===== config.mk =====
export PLATFORM = sky130hd
export DESIGN_NAME = rv32i_multicycle_controller
export DESIGN_NICKNAME = d
export VERILOG_FILES = /design/src/rtl/rv32i_multicycle_controller_pkg.sv /design/src/rtl/rv32i_opcode_decoder.sv /design/src/rtl/rv32i_multicycle_controller.sv
export SDC_FILE = /design/constraint.sdc
export NUM_CORES = 1
export LEC_CHECK = 0
export CAP_MARGIN = 0
export CORE_AREA = 2 2 51 53
export DETAILED_ROUTE_END_ITERATION = 7
export DIE_AREA = 0 0 53 55
export PLACE_DENSITY = 0.75
export REMOVE_ABC_BUFFERS = 1
export SLEW_MARGIN = 20
export SYNTH_ARGS = -nofsm -noshare
export SYNTH_HDL_FRONTEND = slang
export SYNTH_SLANG_ARGS = --single-unit

===== constraint.sdc =====
create_clock -name clk -period 2.01 [get_ports clk]
set_input_delay 0.3015 -clock clk [delete_from_list [all_inputs] [get_ports clk]]
set_output_delay 0.3015 -clock clk [all_outputs]
set_load 0.01 [all_outputs]

===== src/rtl/rv32i_multicycle_controller_pkg.sv =====
// -----------------------------------------------------------------------------
// rv32i_pkg
// Shared definitions for the multi-cycle RV32I control path:
//   - base opcode constants
//   - datapath select encodings (immediate generator, ALU, PC, writeback)
//   - instruction class latched by the controller in DECODE
//   - controller state enum
// -----------------------------------------------------------------------------
package rv32i_pkg;

    localparam logic [6:0] OPC_LOAD   = 7'b0000011;
    localparam logic [6:0] OPC_STORE  = 7'b0100011;
    localparam logic [6:0] OPC_OP     = 7'b0110011;
    localparam logic [6:0] OPC_OP_IMM = 7'b0010011;
    localparam logic [6:0] OPC_LUI    = 7'b0110111;
    localparam logic [6:0] OPC_AUIPC  = 7'b0010111;
    localparam logic [6:0] OPC_BRANCH = 7'b1100011;
    localparam logic [6:0] OPC_JAL    = 7'b1101111;
    localparam logic [6:0] OPC_JALR   = 7'b1100111;

    // Encoding shared with the immediate generator.
    typedef enum logic [2:0] {
        IMM_I = 3'b000,
        IMM_S = 3'b001,
        IMM_B = 3'b010,
        IMM_J = 3'b011,
        IMM_U = 3'b100
    } imm_sel_t;

    typedef enum logic [1:0] {
        ALU_ADD   = 2'b00,
        ALU_SUB   = 2'b01,
        ALU_FUNCT = 2'b10
    } alu_op_t;

    typedef enum logic [1:0] {
        SRC_A_RS1    = 2'b00,
        SRC_A_OLD_PC = 2'b01,
        SRC_A_ZERO   = 2'b10
    } alu_src_a_t;

    typedef enum logic [1:0] {
        SRC_B_RS2  = 2'b00,
        SRC_B_IMM  = 2'b01,
        SRC_B_FOUR = 2'b10
    } alu_src_b_t;

    typedef enum logic [1:0] {
        PC_PLUS4    = 2'b00,
        PC_ALU      = 2'b01,
        PC_ALU_JALR = 2'b10
    } pc_sel_t;

    typedef enum logic [1:0] {
        WB_ALU = 2'b00,
        WB_MEM = 2'b01,
        WB_PC4 = 2'b10
    } wb_sel_t;

    typedef enum logic [3:0] {
        CLS_LOAD,
        CLS_STORE,
        CLS_OP,
        CLS_OP_IMM,
        CLS_LUI,
        CLS_AUIPC,
        CLS_BRANCH,
        CLS_JAL,
        CLS_JALR,
        CLS_ILLEGAL
    } instr_class_t;

    typedef enum logic [2:0] {
        ST_RESET_WAIT,
        ST_FETCH,
        ST_DECODE,
        ST_EXECUTE,
        ST_MEM,
        ST_WRITEBACK,
        ST_TRAP
    } ctrl_state_t;

    // Immediate format of each class; register-only classes fall back to I.
    function automatic imm_sel_t class_imm_sel(input instr_class_t cls);
        imm_sel_t sel;
        case (cls)
            CLS_STORE:           sel = IMM_S;
            CLS_BRANCH:          sel = IMM_B;
            CLS_JAL:             sel = IMM_J;
            CLS_LUI, CLS_AUIPC:  sel = IMM_U;
            default:             sel = IMM_I;
        endcase
        return sel;
    endfunction

endpackage


===== src/rtl/rv32i_opcode_decoder.sv =====
// -----------------------------------------------------------------------------
// rv32i_opcode_decoder
// Combinational classification of the 7-bit base opcode.
//   opcode      in  7  instruction register bits [6:0]
//   instr_class out 4  instr_class_t encoding of the instruction class
//   imm_sel     out 3  immediate format for that class
//   illegal     out 1  opcode is not a supported RV32I base opcode
// -----------------------------------------------------------------------------
module rv32i_opcode_decoder
    import rv32i_pkg::*;
(
    input  logic [6:0] opcode,
    output logic [3:0] instr_class,
    output logic [2:0] imm_sel,
    output logic       illegal
);

    instr_class_t w_class;

    always_comb begin
        case (opcode)
            OPC_LOAD:   w_class = CLS_LOAD;
            OPC_STORE:  w_class = CLS_STORE;
            OPC_OP:     w_class = CLS_OP;
            OPC_OP_IMM: w_class = CLS_OP_IMM;
            OPC_LUI:    w_class = CLS_LUI;
            OPC_AUIPC:  w_class = CLS_AUIPC;
            OPC_BRANCH: w_class = CLS_BRANCH;
            OPC_JAL:    w_class = CLS_JAL;
            OPC_JALR:   w_class = CLS_JALR;
            default:    w_class = CLS_ILLEGAL;
        endcase
    end

    assign instr_class = w_class;
    assign imm_sel     = class_imm_sel(w_class);
    assign illegal     = (w_class == CLS_ILLEGAL);

endmodule


===== src/rtl/rv32i_multicycle_controller.sv =====
// -----------------------------------------------------------------------------
// rv32i_multicycle_controller
// Main control FSM of the multi-cycle RV32I core. Steps each instruction
// through FETCH / DECODE / EXECUTE / MEM / WRITEBACK and runs the shared
// memory port with a req/ready handshake.
//   clk, reset                      clock, synchronous active-high reset
//   opcode, branch_taken, mem_ready from IR, comparator and memory
//   mem_req, mem_we, mem_addr_sel   memory port control
//   ir_write, pc_write, pc_sel      instruction register / PC update
//   imm_sel, alu_src_a/b, alu_op    immediate generator and ALU control
//   reg_write, wb_sel               register-file writeback
//   illegal_instr                   sticky trap flag (held in TRAP)
//   instr_done                      one-cycle retire pulse
// -----------------------------------------------------------------------------
module rv32i_multicycle_controller
    import rv32i_pkg::*;
#(
    parameter int RESET_STALL = 0
) (
    input  logic       clk,
    input  logic       reset,
    input  logic [6:0] opcode,
    input  logic       branch_taken,
    input  logic       mem_ready,
    output logic       mem_req,
    output logic       mem_we,
    output logic       mem_addr_sel,
    output logic       ir_write,
    output logic       pc_write,
    output logic [1:0] pc_sel,
    output logic [2:0] imm_sel,
    output logic [1:0] alu_src_a,
    output logic [1:0] alu_src_b,
    output logic [1:0] alu_op,
    output logic       reg_write,
    output logic [1:0] wb_sel,
    output logic       illegal_instr,
    output logic       instr_done
);

    localparam int          CNT_W       = (RESET_STALL > 1) ? $clog2(RESET_STALL) : 1;
    localparam ctrl_state_t RESET_STATE = (RESET_STALL == 0) ? ST_FETCH : ST_RESET_WAIT;

    ctrl_state_t       r_state;
    ctrl_state_t       w_next_state;
    instr_class_t      r_class;
    logic [CNT_W-1:0]  r_stall_cnt;

    logic [3:0]        w_dec_class;
    logic [2:0]        w_dec_imm_sel;
    logic              w_dec_illegal;
    logic              w_stall_done;

    rv32i_opcode_decoder u_decoder (
        .opcode      (opcode),
        .instr_class (w_dec_class),
        .imm_sel     (w_dec_imm_sel),
        .illegal     (w_dec_illegal)
    );

    assign w_stall_done = (r_stall_cnt == CNT_W'(RESET_STALL - 1));

    // NOTE: state registers use non-blocking assignments so every flop samples
    // the pre-edge values; the class register is only loaded in DECODE so the
    // IR may change afterwards without disturbing the instruction in flight.
    always_ff @(posedge clk) begin
        if (reset) begin
            r_state     <= RESET_STATE;
            r_stall_cnt <= '0;
            r_class     <= CLS_OP;
        end else begin
            r_state <= w_next_state;
            if (r_state == ST_RESET_WAIT)
                r_stall_cnt <= r_stall_cnt + 1'b1;
            if (r_state == ST_DECODE)
                r_class <= instr_class_t'(w_dec_class);
        end
    end

    // NOTE: every output and the next state get a default before the case so
    // no path leaves them unassigned (no latches), and the case is skipped
    // while reset is high so all outputs read 0 during reset.
    always_comb begin
        w_next_state  = r_state;
        mem_req       = 1'b0;
        mem_we        = 1'b0;
        mem_addr_sel  = 1'b0;
        ir_write      = 1'b0;
        pc_write      = 1'b0;
        pc_sel        = PC_PLUS4;
        imm_sel       = IMM_I;
        alu_src_a     = SRC_A_RS1;
        alu_src_b     = SRC_B_RS2;
        alu_op        = ALU_ADD;
        reg_write     = 1'b0;
        wb_sel        = WB_ALU;
        illegal_instr = 1'b0;
        instr_done    = 1'b0;

        if (!reset) begin
            case (r_state)
                ST_RESET_WAIT: begin
                    if (RESET_STALL == 0 || w_stall_done)
                        w_next_state = ST_FETCH;
                end

                ST_FETCH: begin
                    mem_req = 1'b1;
                    if (mem_ready) begin
                        ir_write     = 1'b1;
                        pc_write     = 1'b1;
                        w_next_state = ST_DECODE;
                    end
                end

                ST_DECODE: begin
                    imm_sel      = w_dec_imm_sel;
                    w_next_state = w_dec_illegal ? ST_TRAP : ST_EXECUTE;
                end

                ST_EXECUTE: begin
                    imm_sel   = class_imm_sel(r_class);
                    alu_src_b = SRC_B_IMM;
                    case (r_class)
                        CLS_LOAD, CLS_STORE: w_next_state = ST_MEM;
                        CLS_OP: begin
                            alu_src_b    = SRC_B_RS2;
                            alu_op       = ALU_FUNCT;
                            w_next_state = ST_WRITEBACK;
                        end
                        CLS_OP_IMM: begin
                            alu_op       = ALU_FUNCT;
                            w_next_state = ST_WRITEBACK;
                        end
                        CLS_LUI: begin
                            alu_src_a    = SRC_A_ZERO;
                            w_next_state = ST_WRITEBACK;
                        end
                        CLS_AUIPC: begin
                            alu_src_a    = SRC_A_OLD_PC;
                            w_next_state = ST_WRITEBACK;
                        end
                        CLS_BRANCH: begin
                            // ALU forms the target; the comparator decides.
                            alu_src_a    = SRC_A_OLD_PC;
                            pc_write     = branch_taken;
                            pc_sel       = branch_taken ? PC_ALU : PC_PLUS4;
                            instr_done   = 1'b1;
                            w_next_state = ST_FETCH;
                        end
                        CLS_JAL: begin
                            alu_src_a    = SRC_A_OLD_PC;
                            pc_write     = 1'b1;
                            pc_sel       = PC_ALU;
                            w_next_state = ST_WRITEBACK;
                        end
                        CLS_JALR: begin
                            pc_write     = 1'b1;
                            pc_sel       = PC_ALU_JALR;
                            w_next_state = ST_WRITEBACK;
                        end
                        default: w_next_state = ST_TRAP;
                    endcase
                end

                ST_MEM: begin
                    // Address operands stay as in EXECUTE (rs1 + imm, ADD).
                    imm_sel      = class_imm_sel(r_class);
                    alu_src_b    = SRC_B_IMM;
                    mem_req      = 1'b1;
                    mem_addr_sel = 1'b1;
                    mem_we       = (r_class == CLS_STORE);
                    if (mem_ready) begin
                        if (r_class == CLS_STORE) begin
                            instr_done   = 1'b1;
                            w_next_state = ST_FETCH;
                        end else begin
                            w_next_state = ST_WRITEBACK;
                        end
                    end
                end

                ST_WRITEBACK: begin
                    imm_sel    = class_imm_sel(r_class);
                    reg_write  = 1'b1;
                    instr_done = 1'b1;
                    case (r_class)
                        CLS_LOAD:          wb_sel = WB_MEM;
                        CLS_JAL, CLS_JALR: wb_sel = WB_PC4;
                        default:           wb_sel = WB_ALU;
                    endcase
                    w_next_state = ST_FETCH;
                end

                ST_TRAP: illegal_instr = 1'b1;

                default: w_next_state = RESET_STATE;
            endcase
        end
    end

endmodule


-- Word-level counts from Yosys, hierarchy flattened
Index checks and enable logic that the tools add are counted.
- latch bits: 0
- register bits after elaboration: 7
- word-level logic and storage cells: 93
- input bits: 11
- memory bits (read-only): 0
- bits in writable memories: 0
- memories kept: 0
- output and inout bits: 21
- divide/modulo/power cells: 0
- $mul: 0
- bitwise gates (word level): 1
- eq/ne operators: 31
- shift operators: 0
- add/subtract/negate cells: 0
- reduce and logical (&&, ||, !) cells: 11
- magnitude comparators: 0
- muxes and demuxes: 48
- operator list (operator ; number):
    case mux 4 bit (9 select lines) ; 1
    equality test 4 x 3 -> 1 bit (second input constant) ; 8
    case mux 3 bit (4 select lines) ; 2
    equality test 7 x 6 -> 1 bit (second input constant) ; 3
    equality test 7 bit (second input constant) ; 3
    2-to-1 mux 1 bit ; 21
    2-to-1 mux 2 bit ; 9
    2-to-1 mux 3 bit ; 5
    case mux 3 bit (5 select lines) ; 1
    equality test 7 x 5 -> 1 bit (second input constant) ; 2
    OR reduction 2 bit ; 6
    equality test 3 bit (second input constant) ; 3
    case mux 3 bit (3 select lines) ; 1
    equality test 4 x 1 -> 1 bit (second input constant) ; 2
    equality test 4 x 2 -> 1 bit (second input constant) ; 2
    equality test 4 bit (second input constant) ; 2
    case mux 2 bit (2 select lines) ; 2
    equality test 7 x 2 -> 1 bit (second input constant) ; 1
    equality test 3 x 2 -> 1 bit (second input constant) ; 2
    case mux 1 bit (2 select lines) ; 3
    case mux 2 bit (3 select lines) ; 1
    case mux 3 bit (2 select lines) ; 1
    OR reduction 3 bit ; 2
    OR reduction 6 bit ; 1
    other kinds (6) ; 7

-- Longest topological paths before layout
- depth after elaboration: 7
- gate-level depth with buffers: 5
- depth with buffers taken out: 4

-- By module
From an unflattened synthesis, not the netlist that was laid out.
- cells, all modules: 135
- area, all modules: 942.2 um2
- modules (own cells, without submodules) (module ; times used ; cells each ; sequential area each (um2) ; area an instance (um2)):
    rv32i_multicycle_controller ; 1 ; 103 ; 140.1 ; 743.2
    rv32i_opcode_decoder ; 1 ; 32 ; 0.0 ; 198.9

-- Worst setup path after synthesis
Ideal clock, no wire load.
- path kind: reg-to-output
- start point: register r_class[0]
- end point: output port pc_write
- path slack: 0.325 ns
- buffers on the path: 1
- required time: 1.709 ns
- data arrival time: 1.383 ns
- stages on the path, launching flop included: 5
- path through: dfxtp_1 -> buf_6 -> or4b_4 -> and3_1 -> nor3_1
- longest elaborated chain between the ends: 5
- elaborated cells on any way between the ends: 7
- those cells by class: eq/ne: 3; mux: 3; reduce/logical: 1
- RTL lines (element ; RTL line ; source):
    start, declared ; rv32i_multicycle_controller.sv:46 ; instr_class_t r_class;
    start signal, assigned ; rv32i_multicycle_controller.sv:76 ; r_class <= instr_class_t'(w_dec_class);
    equality test 4 x 3 -> 1 bit or equality test 4 bit (tied branches) ; rv32i_multicycle_controller.sv:124 ; case (r_class)
    OR reduction 2 bit (no line) ; - ;
    case mux 1 bit (2 select lines) (*) ; rv32i_multicycle_controller.sv:124 ;
    case mux 1 bit (2 select lines) (*) ; rv32i_multicycle_controller.sv:101 ; case (r_state)
    2-to-1 mux 1 bit (*) ; rv32i_multicycle_controller.sv:100 ; if (!reset) begin
    end, declared ; rv32i_multicycle_controller.sv:29 ; output logic pc_write,
Every way passes the cells marked *; elsewhere a longest branch is shown, timed or not.

-- Final worst setup path
- start point: register r_class[2]
- end point: output port wb_sel[1]
- longest elaborated chain between the ends: 5
- elaborated cells on any way between the ends: 7
- those cells by class: eq/ne: 2; mux: 3; reduce/logical: 2
- RTL lines (element ; RTL line ; source):
    equality test 4 x 3 -> 1 bit or equality test 4 bit (tied branches) ; rv32i_multicycle_controller.sv:187 ; case (r_class)
    OR reduction 2 bit (no line) ; - ;
    case mux 2 bit (2 select lines) (*) ; rv32i_multicycle_controller.sv:187 ;
    2-to-1 mux 2 bit (*) ; rv32i_multicycle_controller.sv:101 ;
    2-to-1 mux 2 bit (*) ; rv32i_multicycle_controller.sv:100 ;
    end, declared ; rv32i_multicycle_controller.sv:36 ; output logic [1:0] wb_sel,
Marks and branches as above.

==> results.py <==
metrics = {
    "run_status": {
        "status": "completed",
    },
    "timing": {
        "drv_slew": 0,
        "setup_tns_ps": 0,
        "fin_crit_ps": 1956,
        "worst_slack_ps": 54.45,
        "post-route-period-util_pct": 97.29,
        "finClkSkew_ps": 0.7707,
        "setup_viol": 0,
        "final_hold_viol_count": 0,
        "max_freq_ghz": 0.5114,
    },
    "synth": {
        "synth_edf_count": 0,
        "ys_types": 50,
        "synth_top_cell_area_share_pct": 15.64,
        "yosys-top-cells-area": "dfxtp_1 16%, a21oi_1 5.0%, nor2_1 5.0%, nand2_1 4.6%, nand2b_1 4.2%",
        "synth_top_cell_by_area": "dfxtp_1",
        "synth_cells": 127,
        "synth_ff_type": "dfxtp_1",
        "ys_seq_elements": 7,
        "synth_area_um2": 895.9,
        "async_reset_ff_share_pct": 0,
        "synthMostInstantiatedCell": "nor2_1",
        "yosys_warnings": 0,
        "ys_top_cells_by_count": "12 x nor2_1, 11 x nand2_1, 9 x a21oi_1",
        "ys_seq_area_share_pct": 15.64,
        "syn_avg_cell_area_um2": 7.054,
    },
    "routing": {
        "routed_wl_mm": 2.771,
        "drtAntennaViolNets": 0,
        "remaining_drc_errors": 0,
        "wl_per_cell_um": 12.83,
        "routed_via_density": 5.255,
        "num_vias": 1135,
        "drt-initial-drc-count": 17,
        "drt_pass1_iterations": 4,
    },
    "cts": {
        "cts_hold_buf": 0,
        "path_clk_slew_ps": 50,
        "cts_buffers": 3,
        "cts_root_buf": "clkbuf_4",
        "h-tree-depth": 1,
        "clock_latency_ps": 260,
        "cts_tree": "yes",
        "cts_sinks": 7,
        "cts.path.max_buffers": 2,
    },
    "run": {
        "drv_cap": 0,
    },
    "finish": {
        "nets": 198,
        "post-route-util_pct": 63.07,
        "layout-drive-gt1-share_pct": 39.25,
        "area_growth_syn_to_layout_pct": 66.48,
        "finalNonFillerCells": 216,
        "diodes": 0,
    },
    "worst_setup_path": {
        "path_buf_inv": 2,
        "worst_path_max_delay_cell": "or4b_4",
        "crit_path_cell_trace": "or4b_4 > buf_4 > a21oi_1 > dlygate4sd2_1",
        "worstSetupStartpointType": "flop",
        "cp.required_ps": 1710,
        "critPathMaxFanout": 4,
        "endpoint_kind": "output port",
        "worst-setup-path-type": "reg2out",
        "max_stage_delay_ps": 520,
        "cp_top_family": "simple AND/OR/NAND/NOR gates",
        "arrival_ps": 1650,
    },
    "place": {
        "hpwl_mm": 2.218,
        "dp.cells": 210,
        "port_buffers": 29,
        "place.gp.congestion": 0.8202,
        "post-place-ws_ps": -558.8,
    },
    "power": {
        "p_leak_nw": 0.7018,
        "powerDensity_nw_per_um2": 353.4,
        "ir_drop_uv": 219.3,
        "p_total_mw": 0.5270,
    },
    "global_routing": {
        "grt_max_degree": 15,
        "track_usage_pct": 21.60,
        "first_global_vias": 1074,
        "grt_pass1_wl_mm": 4.643,
        "antenna_found_initial": 0,
        "overflow": 0,
    },
    "floorplanning": {
        "start_util_pct": 37.88,
        "die-area_um2": 2915,
        "die_w_um": 53,
        "dieHeight_um": 55,
        "ioPinCount": 32,
        "num_rows": 18,
        "core_area_um2": 2365,
    },
    "min_path": {
        "hold_class": "reg2reg",
    },
}
## per-stage QoR
step / hold slack, ps / cell area (um2)
6_report: 644.9 / 1491
5_1_grt: 688.8 / 1491
4_1_cts: 643.3 / 1469
3_5_place_dp: 634.3 / 1423
3_3_place_gp: 635.7 / 1423
2_1_floorplan: 367.7 / 817.0
## what timing repair did
action	CTS	global route
buffers inserted	1	1
pin swaps	0	2
gates cloned	0	0
resized for setup	44	12
setup endpoints to repair	19	7
## flip-flops by register name, indices dropped and copies added (netlist names)
| register | cells |
|---|---|
| r_class | 4 |
| r_state | 3 |
## cell families after synthesis
logic type,synth area share [%]
buffers and inverters,11.31
XOR/XNOR,1.956
AO/OA/AOI/OAI,26.26
other,0.4186
flip-flops,15.64
multiplexers,1.257
AND/OR/NAND/NOR,43.16
## final cells by class
type	count	area (um2)
fillers	229	873.3
multi-input cells	102	729.5
repair buffers	68	538.0
flip-flops and latches	7	141.4
well taps	30	37.54
clock buffers	4	26.28
inverters	5	18.77
## tightest hold or removal path: cells and delay by family, from the launching register on
family | cells | cell delay (ps)
flip-flops | 1 | 330
buffers and inverters | 1 | 160
AO/OA/AOI/OAI | 1 | 60
AND/OR/NAND/NOR | 1 | 50
## path summary, 6_finish.rpt
path                            startpoint         end  slack, ps  cells past startpoint
worst max-delay path            r_class[2]   wb_sel[1]         50                      4
worst min-delay path            r_class[2]  r_class[2]        640                      3
worst max register to register  r_class[2]  r_state[2]        550                      6
worst min register to register  r_class[2]  r_class[2]        640                      3
## routing by layer
layer,up-vias,share of wire (%),track usage [%],routed length [um]
met5,-,0,0,0
met4,0,3.2,10.26,88
met3,9,4.0,1.882,112
met2,37,53,41.46,1467
met1,519,40,24.03,1102
li1,570,-,-,-
## cell usage in the layout, fill, tap and decap left out, types with 2 or more instances in the layout
cell             instances
a21oi_1                  9
a31oi_1                  3
and3b_2                  2
buf_2                    2
buf_4                   39
clkbuf_2                 3
clkbuf_4                 3
clkdlybuf4s50_1          6
conb_1                   2
dfxtp_1                  6
dlygate4sd2_1           17
inv_1                    5
nand2_1                 10
nand2b_1                 5
nand3_1                  4
nand3b_1                 4
nor2_1                  12
nor2b_2                  3
nor3_1                   4
nor3_2                   3
nor4_1                   2
o21ai_0                  3
o22a_1                   2
o31a_1                   2
## report_power, final
group	internal (mW)	switching (mW)	total, mW	leakage [nW]
combinational	0.121	0.123	0.244	0.629
sequential	0.149	0.00504	0.154	0.0576
clock	0.0759	0.0539	0.130	0.0150
(Power assumes the default switching activity.)
